<file path="config.mk">
export PLATFORM = sky130hd
export DESIGN_NAME = usbh_crc_engine
export DESIGN_NICKNAME = d
export VERILOG_FILES = /design/src/rtl/usbh_crc_pkg.sv /design/src/rtl/usbh_crc_step.sv /design/src/rtl/usbh_crc_engine.sv
export SDC_FILE = /design/constraint.sdc
export NUM_CORES = 1
export LEC_CHECK = 0
export ABC_AREA = 1
export CAP_MARGIN = 15
export CORE_ASPECT_RATIO = 1.75
export CORE_MARGIN = 3
export CORE_UTILIZATION = 34
export DETAILED_ROUTE_END_ITERATION = 7
export SLEW_MARGIN = 5
export SYNTH_ARGS = -nofsm -noshare
export SYNTH_HDL_FRONTEND = slang
export SYNTH_SLANG_ARGS = --single-unit
</file>
<file path="constraint.sdc">
create_clock -name clk_i -period 1.4 [get_ports clk_i]
set_input_delay 0.42 -clock clk_i [delete_from_list [all_inputs] [get_ports clk_i]]
set_output_delay 0.42 -clock clk_i [all_outputs]
set_load 0.03 [all_outputs]
</file>
<file path="src/rtl/usbh_crc_pkg.sv">
// Shared types and constants for the USB host CRC engine.
// Used by usbh_crc_step and usbh_crc_engine (optional feature macro: USBH_CRC_MATCH_EN).
package usbh_crc_pkg;

   // FSM states of the serial CRC engine
   typedef enum logic [1:0] {
      IDLE  = 2'd0,
      SHIFT = 2'd1,
      DONE  = 2'd2
   } crc_state_e;

   // Generator polynomials (top term implied) and good-packet residues
   localparam logic [15:0] CRC16_POLY = 16'h8005;
   localparam logic [15:0] CRC16_RES  = 16'h800D;
   localparam logic [4:0]  CRC5_POLY  = 5'h05;
   localparam logic [4:0]  CRC5_RES   = 5'h0C;

endpackage

</file>
<file path="src/rtl/usbh_crc_step.sv">
// One-bit serial CRC update: shift left, fold in the generator when the
// feedback bit (incoming wire bit xor register MSB) is set.
module usbh_crc_step
   import usbh_crc_pkg::*;
#(
   parameter int               CRC_W = 16,
   parameter logic [CRC_W-1:0] POLY  = CRC_W'(CRC16_POLY)
) (
   input  logic [CRC_W-1:0] crc_i,
   input  logic             bit_i,
   output logic [CRC_W-1:0] crc_o
);

   logic fb;

   // Feedback and polynomial fold for a single wire bit
   always_comb begin
      fb    = bit_i ^ crc_i[CRC_W-1];
      crc_o = {crc_i[CRC_W-2:0], 1'b0} ^ (fb ? POLY : '0);
   end

endmodule

</file>
<file path="src/rtl/usbh_crc_engine.sv">
// Bit-serial USB CRC5/CRC16 engine with a beat-level valid/ready input.
// Optional residue comparator enabled by macro USBH_CRC_MATCH_EN; without
// it match_o is tied low and everything else behaves identically.
//
// Handshake: a beat transfers on a rising clock edge where valid_i and
// ready_o are both 1; ready_o is 1 only in IDLE and does not depend on
// valid_i. The beat then occupies SHIFT for exactly its bit count.
module usbh_crc_engine
   import usbh_crc_pkg::*;
#(
   parameter int               CRC_W    = 16,
   parameter logic [CRC_W-1:0] POLY     = CRC_W'(CRC16_POLY),
   parameter logic [CRC_W-1:0] INIT     = '1,
   parameter logic [CRC_W-1:0] RESIDUAL = CRC_W'(CRC16_RES)
) (
   input  logic             clk_i,
   input  logic             rst_i,
   input  logic             start_i,
   input  logic             valid_i,
   output logic             ready_o,
   input  logic [7:0]       data_i,
   input  logic [2:0]       nbits_i,
   input  logic             last_i,
   output logic [CRC_W-1:0] crc_o,
   output logic             done_o,
   output logic             match_o,
   output crc_state_e       state_o
);

   crc_state_e       state_q;
   logic [CRC_W-1:0] crc_q;
   logic [CRC_W-1:0] crc_next;
   logic [7:0]       data_q;
   logic [2:0]       cnt_q;
   logic [2:0]       last_idx_q;
   logic             last_q;
   logic             done_q;
   logic             match_q;
   logic             match_hit;

   usbh_crc_step #(
      .CRC_W (CRC_W),
      .POLY  (POLY)
   ) u_step (
      .crc_i (crc_q),
      .bit_i (data_q[cnt_q]),
      .crc_o (crc_next)
   );

`ifdef USBH_CRC_MATCH_EN
   // Residue check on the value the register takes with the final bit
   assign match_hit = (crc_next == RESIDUAL);
`else
   logic unused_residual;
   assign unused_residual = ^RESIDUAL;
   assign match_hit       = 1'b0;
`endif

   // Control FSM, bit counter, beat latch and CRC register; start_i overrides everything
   always_ff @(posedge clk_i or posedge rst_i) begin
      if (rst_i) begin
         state_q    <= IDLE;
         crc_q      <= INIT;
         cnt_q      <= 3'd0;
         data_q     <= 8'd0;
         last_idx_q <= 3'd0;
         last_q     <= 1'b0;
         done_q     <= 1'b0;
         match_q    <= 1'b0;
      end else begin
         done_q  <= 1'b0;
         match_q <= 1'b0;
         if (start_i) begin
            crc_q   <= INIT;
            cnt_q   <= 3'd0;
            state_q <= IDLE;
         end else begin
            case (state_q)
               IDLE: begin
                  if (valid_i) begin
                     data_q     <= data_i;
                     // nbits 0 means 8 bits; the 3-bit wrap of 0-1 gives index 7
                     last_idx_q <= nbits_i - 3'd1;
                     last_q     <= last_i;
                     cnt_q      <= 3'd0;
                     state_q    <= SHIFT;
                  end
               end
               SHIFT: begin
                  crc_q <= crc_next;
                  if (cnt_q == last_idx_q) begin
                     cnt_q <= 3'd0;
                     if (last_q) begin
                        state_q <= DONE;
                        done_q  <= 1'b1;
                        match_q <= match_hit;
                     end else begin
                        state_q <= IDLE;
                     end
                  end else begin
                     cnt_q <= cnt_q + 3'd1;
                  end
               end
               DONE: begin
                  state_q <= IDLE;
               end
               default: begin
                  state_q <= IDLE;
               end
            endcase
         end
      end
   end

   assign ready_o = (state_q == IDLE);
   assign crc_o   = ~crc_q;
   assign done_o  = done_q;
   assign match_o = match_q;
   assign state_o = state_q;

endmodule

</file>
==> results.cfg, run 1 <==
[status]
outcome = complete, but fails checks
violations = setup timing

[routing]
post_drt_via_cell_ratio = 4.61
first_iter_violations = 34
final_antenna_net_count = 0
wire_per_inst_um = 11.9
remaining_drc_errors = 0
vias = 1415
drt_first_pass_iters = 4
wl_mm = 3.67

[clock_network]
cts_sinks = 34
cts_made_buffers = 5
clock_path_buffers = 2
h-tree-depth = 2
clk_root_buffer_cell = clkbuf_8
path_clk_slew_ns = 0.07
cts_tree = yes
clock_latency_ns = 0.29
cts_hold_buf = 0

[pwr]
combPwrFrac = 0.287
pwr-share-clk = 0.273
power_w = 0.00274
power_density_nw_per_um2 = 1120
sequentialPowerShare = 0.440
p_switching_w = 0.000857
ir_worst_vdd_mv = 1.06
total_leakage_power_nw = 1.28
switching_share = 0.313
p_int_w = 0.00188

[critical_path]
critical_path_class = flop to output port
cp-start-kind = flop
timing.rr.start = cnt_q[0]
crit_path_end_kind = output port
rrSetupSlack_ns = 0.06
crit_arrival_ns = 1.00
r2r_cells = 6
worst-endpoint-required_ns = 0.98
rr_endpoint = cnt_q[2]
path_max_fanout = 3

[global_route]
grt_pass1_wl_mm = 6.32
globalRouteOverflowTotal = 0
track_usage = 0.152
grt_max_degree = 35
grt_pass1_vias = 1417
antenna_found_initial = 0

[yosys]
synth-compound-area-share = 0.105
avgSynthCellArea_um2 = 8.99
synthDistinctLibCells = 22
synth_fa_ha_area_frac = 0.0161
synth-edff-count = 0
synthMuxAreaShare = 0
synth_warnings = 0
ys_seq_area_frac = 0.560
synth_top_area_cell = dfrtp_1
synth_seq_cells = 34
yosys-top-cells-count = nand2_1 (45), inv_1 (27), dfrtp_1 (18)
ys_top_cells_by_area = dfrtp_1 (29%), dfstp_2 (27%), nand2_1 (11%), inv_1 (6.5%), a22oi_1 (6.3%)
ys.flop_type = dfrtp_1
netlist_instances = 173
synth_top_family_by_area = simple AND/OR/NAND/NOR gates
postSynth.asyncResetShare = 1.00
synth_simple_gate_area_frac = 0.208
synth_nets = 191
syn-cell-area_um2 = 1560
synth_top_cell_area_share = 0.290
synth.most_common_cell = nand2_1
synth-xor-area-share = 0.0225

[placed_design]
place_congestion = 0.753
placed_cells = 280
dpl.hpwl_mm = 2.61
placement.io_buffers = 35
dp_worst_setup_slack_ns = -0.291

[final_layout]
instances_no_fill = 307
syn_to_final_growth_pct = 57.0
diodes = 0
n_fill_cell = 387
nets = 275
drive_above_1_share = 0.465
final_util = 0.572

[timing]
rsz0062_at_grt = true
worst_slack_ns = -0.0200
finalCriticalPeriod_ns = 1.42
tns_ns = -0.0782
fin_skew_ns = 0.00513
max_freq_ghz = 0.704
slew_viol_final = 0
fin_crit_sh = 1.01
hold_viol = 0
setup-violations-final = 7

[run]
cap_viol_max_count = 0

[floorplanning]
core_um2 = 4270
io_pins = 37
die_h_um = 95.5
die_x_um = 57.1
die_area_um2 = 5450
rows = 31
start_util = 0.365

[worst_hold_path]
hold_class = input pin to asynchronous set/reset pin
## registers in the layout, indices dropped and copies added (netlist names)
name        count
last_idx_q      3
crc_q          16
data_q          8
last_q          1
state_o         2
done_o          1
cnt_q           3
## routing by layer
layer | vias up | global-route usage | routed length [µm]
met3 | 5 | 0.0393 | 160
met4 | 0 | 0.0696 | 65
met1 | 653 | 0.158 | 1330
met2 | 36 | 0.281 | 2110
met5 | - | 0 | 0
li1 | 721 | - | -
## worst max-delay path by stage
stage | cells after the start | from | endpoint | slack [ns]
2_1_floorplan | 6 | state_o[1] | crc_q[10] | 0.01
3_5_place_dp | 7 | start_i | cnt_q[0] | -0.29
5_1_grt | 2 | state_o[0] | ready_o | -0.06
3_3_place_gp | 5 | start_i | cnt_q[0] | -0.24
6_report | 2 | state_o[0] | ready_o | -0.02
4_1_cts | 2 | crc_q[15] | crc_o[15] | -0.03
## placed cells by master (no fill, tap or decap), drive strengths merged, types with 2 or more instances in the layout
master          n
buf            65
nand2          47
inv            28
dfrtp          18
dfstp          16
nand3          16
clkdlybuf4s50  14
a22oi          13
o21ai           9
clkbuf          7
nor2            6
a21oi           4
xor2            3
and3            2
ha              2
nor3            2
clkinvlp        2
## repair_timing
| item | CTS | global route |
|---|---|---|
| hold endpoints to repair | 0 | 0 |
| cloned | 0 | 1 |
| setup buffers | 12 | 6 |
| gates resized for setup | 130 | 11 |
| pin swaps | 1 | 1 |
| setup endpoints to repair | 18 | 32 |
## critical path: stages (launching register included)
cell and delay, ns:
dfrtp_2 0.43, nor2_4 0.14, buf_6 0.14
## through the flow
stage,instance area (µm²),hold slack (ns)
6_report,2440,0.474
4_1_cts,2360,0.472
3_5_place_dp,2150,0.468
2_1_floorplan,1560,0.449
3_3_place_gp,2150,0.464
5_1_grt,2440,0.496
## final cells by class
class,instances,area [µm²],area share
multi-input combinational,106,574,0.235
clock buffer,7,86.3,0.0354
clock inverter,1,5.00,0.00205
timing repair inverter,1,5.00,0.00205
sequential,34,873,0.358
timing repair buffer,80,721,0.295
tap,49,61.3,0.0251
inverter,29,115,0.0472
## power groups by stage
stage	Sequential, W	Combinational (W)	Clock, W
2_1_floorplan	0.00122	0.000403	0
3_3_place_gp	0.00121	0.000680	0
3_5_place_dp	0.00122	0.000689	0
4_1_cts	0.00121	0.000742	0.000782
5_1_grt	0.00122	0.000885	0.000820
6_report	0.00121	0.000785	0.000748
## logic make-up (layout without fill, tap and decap cells)
logic type	count (synthesis)	count (layout)
xor gates and xnor gates	4	4
AOI/OAI and AO/OA	26	26
DFF	34	34
buffers and inverters	33	118
adders and majority gates	2	2
and+or+nand+nor	73	73
other	1	1
Note: power is estimated with default switching activity, not from simulation.
==> run 2, diff against run 1 <==
- CORE_MARGIN: 3 -> 4
==> run 2 against run 1 <==
Against the previous run: highest routed layer unchanged; combinational power is 2% higher; largest cell class unchanged; routed wire length rose by 0.71%; first-iteration DRC count fell by 24%; cell count grew 2.6%; die area rose by 5.7%; the run still ends with setup timing left; sequential power about the same.
==> results.cfg, run 2 (same netlist as run 1, synthesis figures left out) <==
[clock_network]
clk_root_buffer_cell = clkbuf_8
cts_made_buffers = 5
h-tree-depth = 2
cts_tree = yes
clock_path_buffers = 2
path_clk_slew_ns = 0.07
cts_sinks = 34
clock_latency_ns = 0.28

[final_layout]
final_common_cell = buf_4
nets = 281
final_cell_mix = buf_4 (50), nand2_1 (43), buf_6 (21)
largest-register = crc_q
drive_above_1_share = 0.496
largest_reg_flops = 16
diodes = 0
syn_to_final_growth_pct = 62.1
top_regs = crc_q: 16 flops, data_q: 8 flops

[global_route]
grt_pass1_vias = 1449
grt_max_degree = 35
top_usage_layer = met2
grtUsageMet1 = 0.135
globalRouteOverflowTotal = 0
antenna_found_initial = 0
track_usage = 0.138
grt_pass1_wl_mm = 6.07
use_met3 = 0.0346
met2_usage = 0.260

[critical_path]
crit_chain = inv_2 -> buf_6
cp-start-kind = flop
crit_start = crc_q[14]
crit_buf_inv = 2
slowest_delay_ns = 0.54
worst-endpoint-required_ns = 0.98
crit_arrival_ns = 1.00
cp_slowest_cell = dfstp_2
crit_path_end_kind = output port
rrSetupSlack_ns = 0.04
critical_path_class = flop to output port
timing.rr.start = cnt_q[0]
path_delay_family = flip-flops
path_max_fanout = 2

[placed_design]
placement.io_buffers = 35
place_congestion = 0.807
dpl.hpwl_mm = 2.61
dp_worst_setup_slack_ns = -0.276

[status]
outcome = complete, but fails checks
violations = setup timing

[floorplanning]
io_pins = 37
start_util = 0.353
core_um2 = 4400
die_area_um2 = 5760
die_h_um = 97.5
rows = 32
die_x_um = 59.1

[timing]
hold_viol = 0
fin_crit_sh = 1.01
rsz0062_at_grt = true
worst_slack_ns = -0.0154
max_freq_ghz = 0.707
holdWs_ns = 0.470
finalCriticalPeriod_ns = 1.42
setup-violations-final = 6
tns_ns = -0.0592
slew_viol_final = 0
fin_skew_ns = 0.00353

[run]
cap_viol_max_count = 0

[routing]
wl_mm = 3.69
vias = 1440
drt_first_pass_iters = 3
post_drt_via_cell_ratio = 4.57
remaining_drc_errors = 0
first_iter_violations = 26
wire_per_inst_um = 11.7
final_antenna_net_count = 0

[pwr]
ir_worst_vdd_mv = 0.606
power_density_nw_per_um2 = 1090
total_leakage_power_nw = 1.32
power_w = 0.00274

[worst_hold_path]
hold_class = input pin to asynchronous set/reset pin
run 2: changes by cell type in the layout (fill, tap and decap cells not counted), sizes merged:
cell,before,now
buf,65,72
clkinvlp,2,1
run 2: worst paths after layout:
path | end | depth (start not counted)
min in group clk_i | data_q[1] | 2
max | crc_o[14] | 2
max in group asynchronous | crc_q[12] | 3
max reg2reg | done_o | 5
min | last_idx_q[2] | 3
min reg2reg | data_q[1] | 2
run 2: layer usage:
metal / vias to the layer above / wire length (µm)
li1: 727 / -
met1: 675 / 1330
met2: 32 / 2150
met3: 6 / 158
met4: 0 / 59
met5: - / 0
run 2: layout make-up:
| class | count | area, µm² |
|---|---|---|
| fill | 405 | 1880 |
| sequential | 34 | 872 |
| timing repair buffer | 87 | 785 |
| multi-input combinational | 106 | 594 |
| inverter | 29 | 115 |
| clock buffer | 7 | 86.3 |
| tap | 51 | 63.8 |
| clock inverter | 1 | 5.00 |
run 2: timing repair:
action,in CTS,in global routing
cloned,0,0
pin swaps,1,3
endpoints found under the setup margin,18,48
resized for setup,133,16
buffers inserted,17,8
hold buffers,0,0
run 2: report_power, final:
group | total (W) | switching [W] | internal (W) | leakage, nW
sequential | 0.00121 | 0.0000865 | 0.00112 | 0.398
combinational | 0.000798 | 0.000427 | 0.000372 | 0.877
clock | 0.000737 | 0.000341 | 0.000396 | 0.0482
total | 0.00274 | 0.000854 | 0.00189 | 1.32
run 2: worst min-delay path: cells and delay by family:
family   cells  cell delay, ns
buf+inv      3            0.69
run 2: stage by stage:
| stage | cell area, µm² | instances | util |
|---|---|---|---|
| 4_1_cts | 2410 | 307 | 0.548 |
| 2_1_floorplan | 1560 | 173 | - |
| 3_3_place_gp | 2160 | 282 | 0.490 |
| 6_report | 2520 | 315 | 0.572 |
| 3_5_place_dp | 2160 | 282 | 0.490 |
| 5_1_grt | 2520 | 315 | 0.572 |
